==> src/rtl/fifo_sync_param.sv <==
// fifo_sync_param
//   Parametrised synchronous FIFO. It is the standard buffer placed between
//   producer and consumer blocks. It accepts a read and a write in the same
//   cycle and returns read data one cycle after the accepting edge. It also
//   provides occupancy flags and one-cycle pulses for rejected requests.
//
// Ports
//   clk          system clock; all state updates on the rising edge
//   rst          asynchronous, active-high reset
//   wen / din    write request and write data
//   ren          read request
//   dout         registered read data; holds its value between reads
//   valid        pulse: dout was loaded by a read accepted on the last edge
//   count        occupancy, 0..DEPTH
//   full, empty, almost_full, almost_empty
//                decodes of count, same-cycle with count
//   overflow     pulse: the write on the last edge was rejected
//   underflow    pulse: the read on the last edge was rejected
//   error        overflow | underflow
module fifo_sync_param #(
  parameter int WIDTH    = 8,
  parameter int DEPTH    = 8,
  parameter int AF_LEVEL = DEPTH - 2,
  parameter int AE_LEVEL = 2
) (
  input  logic                   clk,
  input  logic                   rst,
  input  logic                   wen,
  input  logic                   ren,
  input  logic [WIDTH-1:0]       din,
  output logic [WIDTH-1:0]       dout,
  output logic                   valid,
  output logic [$clog2(DEPTH):0] count,
  output logic                   full,
  output logic                   empty,
  output logic                   almost_full,
  output logic                   almost_empty,
  output logic                   overflow,
  output logic                   underflow,
  output logic                   error
);

  localparam int PTR_W = $clog2(DEPTH);
  localparam int CNT_W = PTR_W + 1;
  localparam logic [CNT_W-1:0] DEPTH_C = CNT_W'(DEPTH);

  // Storage is never reset. Reset clears count, so stale words cannot be read.
  logic [WIDTH-1:0] mem_q [DEPTH];

  logic [PTR_W-1:0] head_q, head_d;
  logic [PTR_W-1:0] rear_q, rear_d;
  logic [CNT_W-1:0] count_q, count_d;
  logic [WIDTH-1:0] dout_q, dout_d;
  logic             valid_q, valid_d;
  logic             ovf_q, ovf_d;
  logic             udf_q, udf_d;
  logic             rd_ok, wr_ok;

  always_comb begin
    rd_ok   = ren && (count_q != '0);
    // When the FIFO is full, a write is still accepted if a read frees a
    // slot on the same edge. When it is empty, the read is rejected and din
    // is not forwarded to dout.
    wr_ok   = wen && ((count_q != DEPTH_C) || rd_ok);

    head_d  = head_q;
    rear_d  = rear_q;
    count_d = count_q;
    dout_d  = dout_q;
    valid_d = rd_ok;
    ovf_d   = wen && !wr_ok;
    udf_d   = ren && !rd_ok;

    if (rd_ok) begin
      dout_d = mem_q[head_q];
      head_d = head_q + PTR_W'(1);  // DEPTH is a power of two, so this wraps naturally
    end
    if (wr_ok) rear_d = rear_q + PTR_W'(1);

    case ({wr_ok, rd_ok})
      2'b10:   count_d = count_q + CNT_W'(1);
      2'b01:   count_d = count_q - CNT_W'(1);
      default: count_d = count_q;
    endcase
  end

  always_ff @(posedge clk or posedge rst) begin
    if (rst) begin
      head_q  <= '0;
      rear_q  <= '0;
      count_q <= '0;
      dout_q  <= '0;
      valid_q <= 1'b0;
      ovf_q   <= 1'b0;
      udf_q   <= 1'b0;
    end else begin
      head_q  <= head_d;
      rear_q  <= rear_d;
      count_q <= count_d;
      dout_q  <= dout_d;
      valid_q <= valid_d;
      ovf_q   <= ovf_d;
      udf_q   <= udf_d;
    end
  end

  always_ff @(posedge clk) begin
    if (wr_ok) mem_q[rear_q] <= din;
  end

  assign dout         = dout_q;
  assign valid        = valid_q;
  assign count        = count_q;
  assign full         = (count_q == DEPTH_C);
  assign empty        = (count_q == '0);
  assign almost_full  = (int'(count_q) >= AF_LEVEL);
  assign almost_empty = (int'(count_q) <= AE_LEVEL);
  assign overflow     = ovf_q;
  assign underflow    = udf_q;
  assign error        = ovf_q | udf_q;

endmodule
==> config.mk <==
export PLATFORM = sky130hd
export DESIGN_NAME = fifo_sync_param
export DESIGN_NICKNAME = d
export VERILOG_FILES = /design/src/rtl/fifo_sync_param.sv
export SDC_FILE = /design/constraint.sdc
export NUM_CORES = 1
export LEC_CHECK = 0
export CELL_PAD_IN_SITES_DETAIL_PLACEMENT = 2
export CELL_PAD_IN_SITES_GLOBAL_PLACEMENT = 2
export CORE_MARGIN = 10
export CORE_UTILIZATION = 44
export DETAILED_ROUTE_END_ITERATION = 16
export GPL_TIMING_DRIVEN = 0
export HOLD_SLACK_MARGIN = 0.12
export PLACE_DENSITY_LB_ADDON = 0.1
export RECOVER_POWER = 100
export SLEW_MARGIN = 40
export SYNTH_ARGS = -nofsm -noshare
export SYNTH_HDL_FRONTEND = slang
export SYNTH_SLANG_ARGS = --single-unit
export TNS_END_PERCENT = 30
==> constraint.sdc <==
create_clock -name clk -period 4 [get_ports clk]
set_input_delay 0.4 -clock clk [delete_from_list [all_inputs] [get_ports clk]]
set_output_delay 0.4 -clock clk [all_outputs]
set_load 0.02 [all_outputs]
# Yosys cells after proc, flatten, opt, wreduce, memory -nomap -nowiden
# Memories as Yosys holds them, arrays and structs flattened. A register that Yosys moved wholly into a read port is not among the register bits.
# Index checks and enable logic that the tools add are counted.
# op_classes
n_mux	3
n_bitwise	1
order_cmp	2
eq_ne	4
n_reduce_logical	10
addsub	4
# ops
operator	count
one-hot mux 4 bit (2 select lines)	1
adder 3 x 1 -> 3 bit (second input constant)	2
adder 4 x 1 -> 4 bit (second input constant)	1
== test 4 bit (second input constant)	1
greater-or-equal comparator 4 x 3 -> 1 bit (second input constant)	1
<= comparator 4 x 2 -> 1 bit (second input constant)	1
logical AND 1 bit	4
zero test 4 bit	1
!= test 4 bit (second input constant)	1
nonzero test 4 bit	1
subtractor 4 x 1 -> 4 bit (second input constant)	1
== test 2 x 1 -> 1 bit (second input constant)	1
== test 2 bit (second input constant)	1
zero test 1 bit	2
2-to-1 mux 1 bit	2
nonzero test 2 bit	1
logical OR 1 bit	1
bitwise OR 1 bit	1
# word_totals
memories	1
ramBits	64
ff_bits	13
inputBits	12
out_inout_bits	20
wordCells	31
# mem_list
memory	depth	width	rd	rd_ports_with_merged_regs	wr	line_no	source
mem_q	8	8	1	1	1	48	logic [WIDTH-1:0] mem_q [DEPTH];

# Logic depth before layout (Yosys ltp)
# Gate-level depths: netlist of run 1.
# logic_depth
ltp_word	6
mapped_depth	11
mapped_depth_nobuf	10

# Least setup slack after synthesis of run 1
# OpenSTA, ideal clock, no wires.
# synth_timing
path_type	register to register
start	reg count_q[2], in the netlist count[2]
end	reg count_q[3], in the netlist count[3]
arrival_time_ns	2.593
setup_ns	0.069
period_less_slack_ns	2.661
n_path_buf	1
slack_ns	1.339
required_ns	3.931
stages_incl_launch_ff	12
path_cell_list	dfrtp_1 > or3_1 > buf_6 > o21ai_4 > inv_2 > nand2b_1 > inv_1 > ha_1 > or2_2 > a21oi_1 > mux2_2 > nand3_1
# synth_between
elab_chain_len	6
elab_cells_between_ends	11
cone_classes	add/sub (2); eq/ne (3); mux (1); reduce/logical (5)
# synth_rtl
element	line_no	source
start: declaration	52	logic [CNT_W-1:0] count_q, count_d;
start signal: assignment	99	count_q <= count_d;
nonzero test 4 bit *	60	rd_ok = ren && (count_q != '0);
logical AND 1 bit *	60	
net rd_ok	57	logic rd_ok, wr_ok;
logical OR 1 bit	64	wr_ok = wen && ((count_q != DEPTH_C) || rd_ok);
logical AND 1 bit	64	
== test 2 x 1 -> 1 bit / == test 2 bit (equally long branches)	80	case ({wr_ok, rd_ok})
one-hot mux 4 bit (2 select lines) / nonzero test 2 bit (equally long branches)	n/a	
# The timed path passes the listed nets; every way through them passes the cells marked *.
# A chain may end at the register's enable or synchronous reset.

# Worst setup path after layout of run 1
# Ends and elaborated chain as after synthesis.

==> flow_summary_export.csv, run 1 <==
group,metric,value,unit
outcome,status,"finished, final reports clean",
global_routing,track_usage,0.1452,
layout,n_fill_cell,738,
critical_path,start_kind,"flip-flop",
layout,final_common_cell,"edfxtp_1",
global_routing,grt_pass1_wl,12830,um
logic_synthesis,dominantRegCellSynth,"edfxtp_1",
logic_synthesis,synth-seq-cells,85,
timing,slew_violations,0,
logic_synthesis,yosysSeqAreaShare,0.6878,
critical_path,crit_fanout,10,
floorplan,initial_core_util,0.4558,
cts,postCtsHoldBufs,0,
logic_synthesis,synth_area_leaders,"edfxtp_1 54%, dfrtp_1 15%, mux2_2 5.7%",
power_and_ir_drop,netSwitchingFraction,0.3738,
critical_path,r2r_start,"count[2]$_DFFE_PP0P_",
cts,h-tree-depth,3,
logic_synthesis,postSynthCellCount,233,
timing,fmax,0.3273,GHz
critical_path,required,4300,ps
logic_synthesis,synth_top_cell_by_area,"edfxtp_1",
layout,design_area,0.004133,mm2
placement,portBuffers,29,
global_routing,first_global_vias,2239,
floorplan,die_h,109.9,um
timing,hold_ws,368.1,ps
timing,period_minus_slack,3055,ps
floorplan,io-pin-count,32,
power_and_ir_drop,p_int,1.871,mW
cts,cts-buffers-inserted,9,
layout,area_growth,16.14,%
cts,cts.sinks,85,
timing,worst_pin_slew,1422,ps
drt,route.vias.total,2038,
cts,cts_tree,"built",
logic_synthesis,synth_warnings,0,
global_routing,grt_overflow_total,0,
drt,postRouteWirelength,8132,um
placement,dp_hpwl,5749,um
power_and_ir_drop,p_sw,1.117,mW
critical_path,r2r_slack,950,ps
global_routing,grt_max_degree,22,
power_and_ir_drop,comb_power_share,0.380,
layout,final_cell_mix,"64 x edfxtp_1, 29 x dlygate4sd3_1, 24 x nand2_1, 21 x dfrtp_1, 18 x mux2_2",
drt,wl_per_cell,21.40,um
critical_path,endpoint_kind,"flip-flop",
cts,cts_resized,0,
critical_path,path_class,"reg -> reg",
critical_path,crit_start,"count[2]$_DFFE_PP0P_",
floorplan,core,0.007807,mm2
logic_synthesis,synth_edf_count,64,
floorplan,die_area,0.01208,mm2
cts,cts.clk_slew.worst_paths,100,ps
layout,diodes,0,
placement,globalplace.congestion,0.6703,
timing,setup_tns,0,ps
layout,drive_above_1_share,0.1583,
placement,postPlaceCellArea,0.003986,mm2
critical_path,rr_endpoint,"count[3]$_DFFE_PP0P_",
logic_synthesis,ys_types,36,
logic_synthesis,synth_area_per_cell,15.27,um2
hold_path,hp-class,"in -> reg",
logic_synthesis,synth_top_area_share,0.5401,
drt,drc,0,
timing,final-setup-viol-count,0,
drt,vias_per_cell,5.363,
timing,relSlewSlack,0.04476,
floorplan,rows,32,
drt,antenna_left,0,
cts,cts_setup_buffers,0,
power_and_ir_drop,power_leakage,1.559,nW
timing,finalCritPeriodShare,0.7637,
power_and_ir_drop,irDropWorstVdd,0.3002,mV
cts,cts.path.max_buffers,2,
power_and_ir_drop,power_frac_clock,0.202,
critical_path,setup.worst_path.end,"count[3]$_DFFE_PP0P_",
hold_path,min_delay_path_depth,2,
power_and_ir_drop,pwr-share-seq,0.418,
critical_path,r2r_cells,11,
drt,drt_iter0_drc,39,
power_and_ir_drop,total_power,2.988,mW
layout,nets,290,
logic_synthesis,synth_fp_nets,250,
logic_synthesis,syn_area,0.003558,mm2
cts,cts_root_buffer,"clkbuf_8",
drt,drt_first_pass_iters,4,
logic_synthesis,synthArstFlopShare,0.2471,
timing,grt_setup_unrepaired,"no",
flow_run,cap_violations,0,
floorplan,die_w,109.9,um
global_routing,antenna_found_initial,0,
cts,clk_latency,360,ps
timing,finalHoldViolCount,0,
power_and_ir_drop,powerDensity,723.1,mW/mm2
critical_path,cp.arrival,3360,ps
timing,skew,11.66,ps
flip-flops by register name (all words and copies together) (netlist names):
signal,cells
valid,1
underflow,1
dout,8
overflow,1
mem_q,64
count,4
head_q,3
rear_q,3
cells in the mapped netlist (2+ instances only):
cell      number
edfxtp_1      64
nand2_1       24
dfrtp_1       21
mux2_2        18
mux2i_1       17
nor2_1         9
a221o_1        8
o21ai_0        8
o22ai_1        8
nand2b_1       6
inv_1          5
xnor2_1        5
buf_6          4
ha_1           4
buf_2          3
nand3_1        3
nor3_1         3
buf_1          2
buf_4          2
or2_2          2
or3_1          2
kinds of logic (layout without fill, tap and decap cells):
kind of cell	Yosys count	in the layout	synth area share
and+or+nand+nor	52	52	0.06681
muxes	36	36	0.1090
DFF	85	85	0.6878
AOI/OAI and AO/OA	32	32	0.07244
adders and majority gates	5	5	0.01969
buffers and inverters	17	62	0.02953
xor gates and xnor gates	6	6	0.01477
critical path: stages (launching register included):
cell	delay [ps]
dfrtp_1	470
or3_1	390
clkbuf_1	280
o21ai_4	340
inv_1	140
nand2b_1	130
inv_1	70
ha_1	290
or2_2	300
a21oi_1	160
mux2_2	350
nand3_1	70
how the worst min path moves through the flow:
stage / start / slack [ps] / endpoint
after floorplan: rst / 380 / count[0]$_DFFE_PP0P_
final: ren / 370 / overflow$_DFF_PP0_
after global placement: dout[6]$_DFFE_PP0P_ / 460 / dout[6]$_DFFE_PP0P_
after CTS: rst / 370 / dout[5]$_DFFE_PP0P_
after detailed placement: dout[0]$_DFFE_PP0P_ / 470 / dout[0]$_DFFE_PP0P_
after global routing: ren / 390 / overflow$_DFF_PP0_
area by class of cell:
class	count	area [um2]	area share
tap	102	127.6	0.03088
buffer	11	66.31	0.01605
clock inverter	7	71.32	0.01726
timing repair buffer	29	290.3	0.07024
sequential	85	2447	0.5922
clock buffer	9	123.9	0.02997
multi-input combinational	131	983.4	0.2380
inverter	6	22.52	0.005450
stage by stage:
| stage | setup WS, ps | cells | utilization |
|---|---|---|---|
| 2_1_floorplan | 1339 | 233 | - |
| 3_3_place_gp | 1167 | 364 | 0.5093 |
| 3_5_place_dp | 1109 | 364 | 0.5106 |
| 4_1_cts | 1090 | 380 | 0.5356 |
| 5_1_grt | 759.9 | 380 | 0.5293 |
| 6_report | 945.0 | 380 | 0.5293 |
power by group through the flow:
stage / Clock (mW) / Sequential (mW) / Combinational, mW
after global placement: 0 / 1.26 / 1.17
after CTS: 0.616 / 1.26 / 1.23
after detailed placement: 0 / 1.28 / 1.22
after global routing: 0.651 / 1.27 / 1.24
final: 0.602 / 1.25 / 1.14
after floorplan: 0 / 1.32 / 0.717
routing by layer:
metal	global-route usage	vias to the layer above	wire [um]
li1	-	951	-
met1	0.1858	1039	3783
met2	0.2388	42	3930
met3	0.02516	6	327
met4	0.05855	0	91
met5	0	-	0
(Power assumes the default switching activity.)
==> inputs of run 2 (changes only) <==
Settings changed: CORE_UTILIZATION 44 to 41.
Clock period 4 ns to 3.09 ns, I/O delays scaled along.
==> flow_summary_export.csv, run 2 (synthesis results as in run 1) <==
group,metric,value,unit
outcome,status,"finished, final reports clean",
critical_path,cp_num_buf_inv,3,
critical_path,cp.arrival,3070,ps
critical_path,r2r_slack,300,ps
timing,relSlewSlack,0.07011,
layout,register_area,0.002447,mm2
critical_path,critical-path-max-stage-delay,470,ps
layout,n_fill_cell,796,
critical_path,cpMostUsedCell,"inv_1",
critical_path,path_class,"reg -> reg",
floorplan,die_area,0.01281,mm2
critical_path,r2r_cells,11,
cts,cts_root_buffer,"clkbuf_8",
power_and_ir_drop,netSwitchingFraction,0.3641,
drt,antenna_left,0,
layout,area_growth,16.91,%
timing,period_minus_slack,2786,ps
hold_path,hp-class,"in -> reg",
critical_path,cp_slowest_cell,"dfrtp_1",
critical_path,path_delay_family,"simple AND/OR/NAND/NOR gates",
timing,grt_setup_unrepaired,"no",
timing,slew_violations,0,
critical_path,crit_chain,"or3_1, buf_6, o21ai_4, inv_1, nand2b_1, inv_1, ha_1, or2_2, a21oi_1, mux2_2, nand3_1",
drt,drt_first_pass_iters,4,
placement,globalplace.congestion,0.6996,
cts,clk_latency,350,ps
floorplan,die_h,113.2,um
cts,cts.clk_slew.worst_paths,90,ps
power_and_ir_drop,irDropWorstVdd,0.3232,mV
global_routing,grt_overflow_total,0,
cts,cts_tree,"built",
timing,finalHoldViolCount,0,
global_routing,first_global_vias,2326,
floorplan,initial_core_util,0.4266,
floorplan,rows,33,
layout,diodes,0,
timing,skew,13.86,ps
timing,hold_ws,312.1,ps
power_and_ir_drop,comb_power_share,0.382,
timing,setup_tns,0,ps
cts,cts-buffers-inserted,9,
drt,wl_per_cell,22.08,um
critical_path,start_kind,"flip-flop",
placement,postPlaceCellArea,0.003990,mm2
timing,fmax,0.3589,GHz
global_routing,track_usage,0.1354,
layout,drive_above_1_share,0.1649,
layout,largest_register_ffs,64,
power_and_ir_drop,p_int,2.503,mW
floorplan,io-pin-count,32,
drt,postRouteWirelength,8477,um
layout,top_register,"mem_q",
cts,cts.path.max_buffers,2,
drt,route.vias.total,2054,
critical_path,crit_fanout,10,
layout,nets,291,
global_routing,antenna_found_initial,0,
hold_path,min_delay_path_depth,2,
power_and_ir_drop,powerDensity,946.1,mW/mm2
critical_path,endpoint_kind,"flip-flop",
timing,finalCritPeriodShare,0.9016,
cts,h-tree-depth,3,
power_and_ir_drop,power_leakage,1.567,nW
critical_path,cp.depth,11,
placement,dp_hpwl,6171,um
timing,worst_pin_slew,1384,ps
drt,drc,0,
critical_path,required,3380,ps
drt,drt_iter0_drc,84,
layout,design_area,0.004160,mm2
placement,dp.cells,367,
drt,vias_per_cell,5.349,
layout,multi_input_area,987.2,um2
layout,instances_no_fill,384,
power_and_ir_drop,pwr-share-seq,0.410,
global_routing,grt_max_degree,22,
layout,final_common_cell,"edfxtp_1",
timing,final-setup-viol-count,0,
floorplan,core,0.008341,mm2
power_and_ir_drop,power_frac_clock,0.208,
placement,portBuffers,29,
cts,cts.sinks,85,
floorplan,die_w,113.2,um
cts,cts_resized,0,
flow_run,cap_violations,0,
global_routing,grt_pass1_wl,13490,um
power_and_ir_drop,p_sw,1.433,mW
layout,final_cell_mix,"64 x edfxtp_1, 29 x dlygate4sd3_1, 24 x nand2_1, 21 x dfrtp_1, 18 x mux2_2",
run 2: changes by cell type in the layout (fill, tap and decap cells not counted), sizes merged:
cell	before	now
buf	8	9
bufinv	0	1
clkinv	2	1
clkinvlp	0	1
inv	11	10
run 2: path summary, 6_finish.rpt:
check                                startpoint                     to
hold reg to reg             dout[2]$_DFFE_PP0P_    dout[2]$_DFFE_PP0P_
setup / recovery           count[2]$_DFFE_PP0P_   count[3]$_DFFE_PP0P_
hold / removal                              ren     overflow$_DFF_PP0_
setup reg to reg           count[2]$_DFFE_PP0P_   count[3]$_DFFE_PP0P_
max in group asynchronous                   rst    underflow$_DFF_PP0_
min in group asynchronous                   rst  head_q[0]$_DFFE_PP0P_
run 2: per-stage QoR:
stage | util | power, mW | setup WS [ps]
after floorplan | - | 2.635 | 428.7
after global placement | 0.4772 | 3.157 | 235.1
after detailed placement | 0.4784 | 3.248 | 173.7
after CTS | 0.5029 | 4.066 | 132.1
after global routing | 0.4988 | 4.176 | 166.2
final | 0.4988 | 3.936 | 303.9
run 2: layout make-up:
class,count,area share
inverter,6,0.005414
sequential,85,0.5883
clock buffer,9,0.02977
timing repair buffer,30,0.07068
buffer,11,0.01774
tap,105,0.03158
multi-input combinational,131,0.2373
clock inverter,7,0.01925
run 2: timing repair:
item,CTS,global route
setup buffers,0,1
endpoints found under the setup margin,0,1
hold buffers,0,0
run 2: power by group through the flow:
stage	combinational [mW]	clock, mW	sequential, mW
floorplan	0.929	0	1.71
global placement	1.53	0	1.63
detailed placement	1.60	0	1.65
CTS	1.60	0.838	1.63
global route	1.64	0.882	1.65
finish	1.50	0.818	1.61
run 2: per-layer routing:
layer / vias up / routed length (um) / global-route usage
li1: 953 / - / -
met1: 1055 / 3901 / 0.1736
met2: 39 / 4186 / 0.2235
met3: 7 / 295 / 0.02800
met4: 0 / 93 / 0.04315
met5: - / 0 / 0
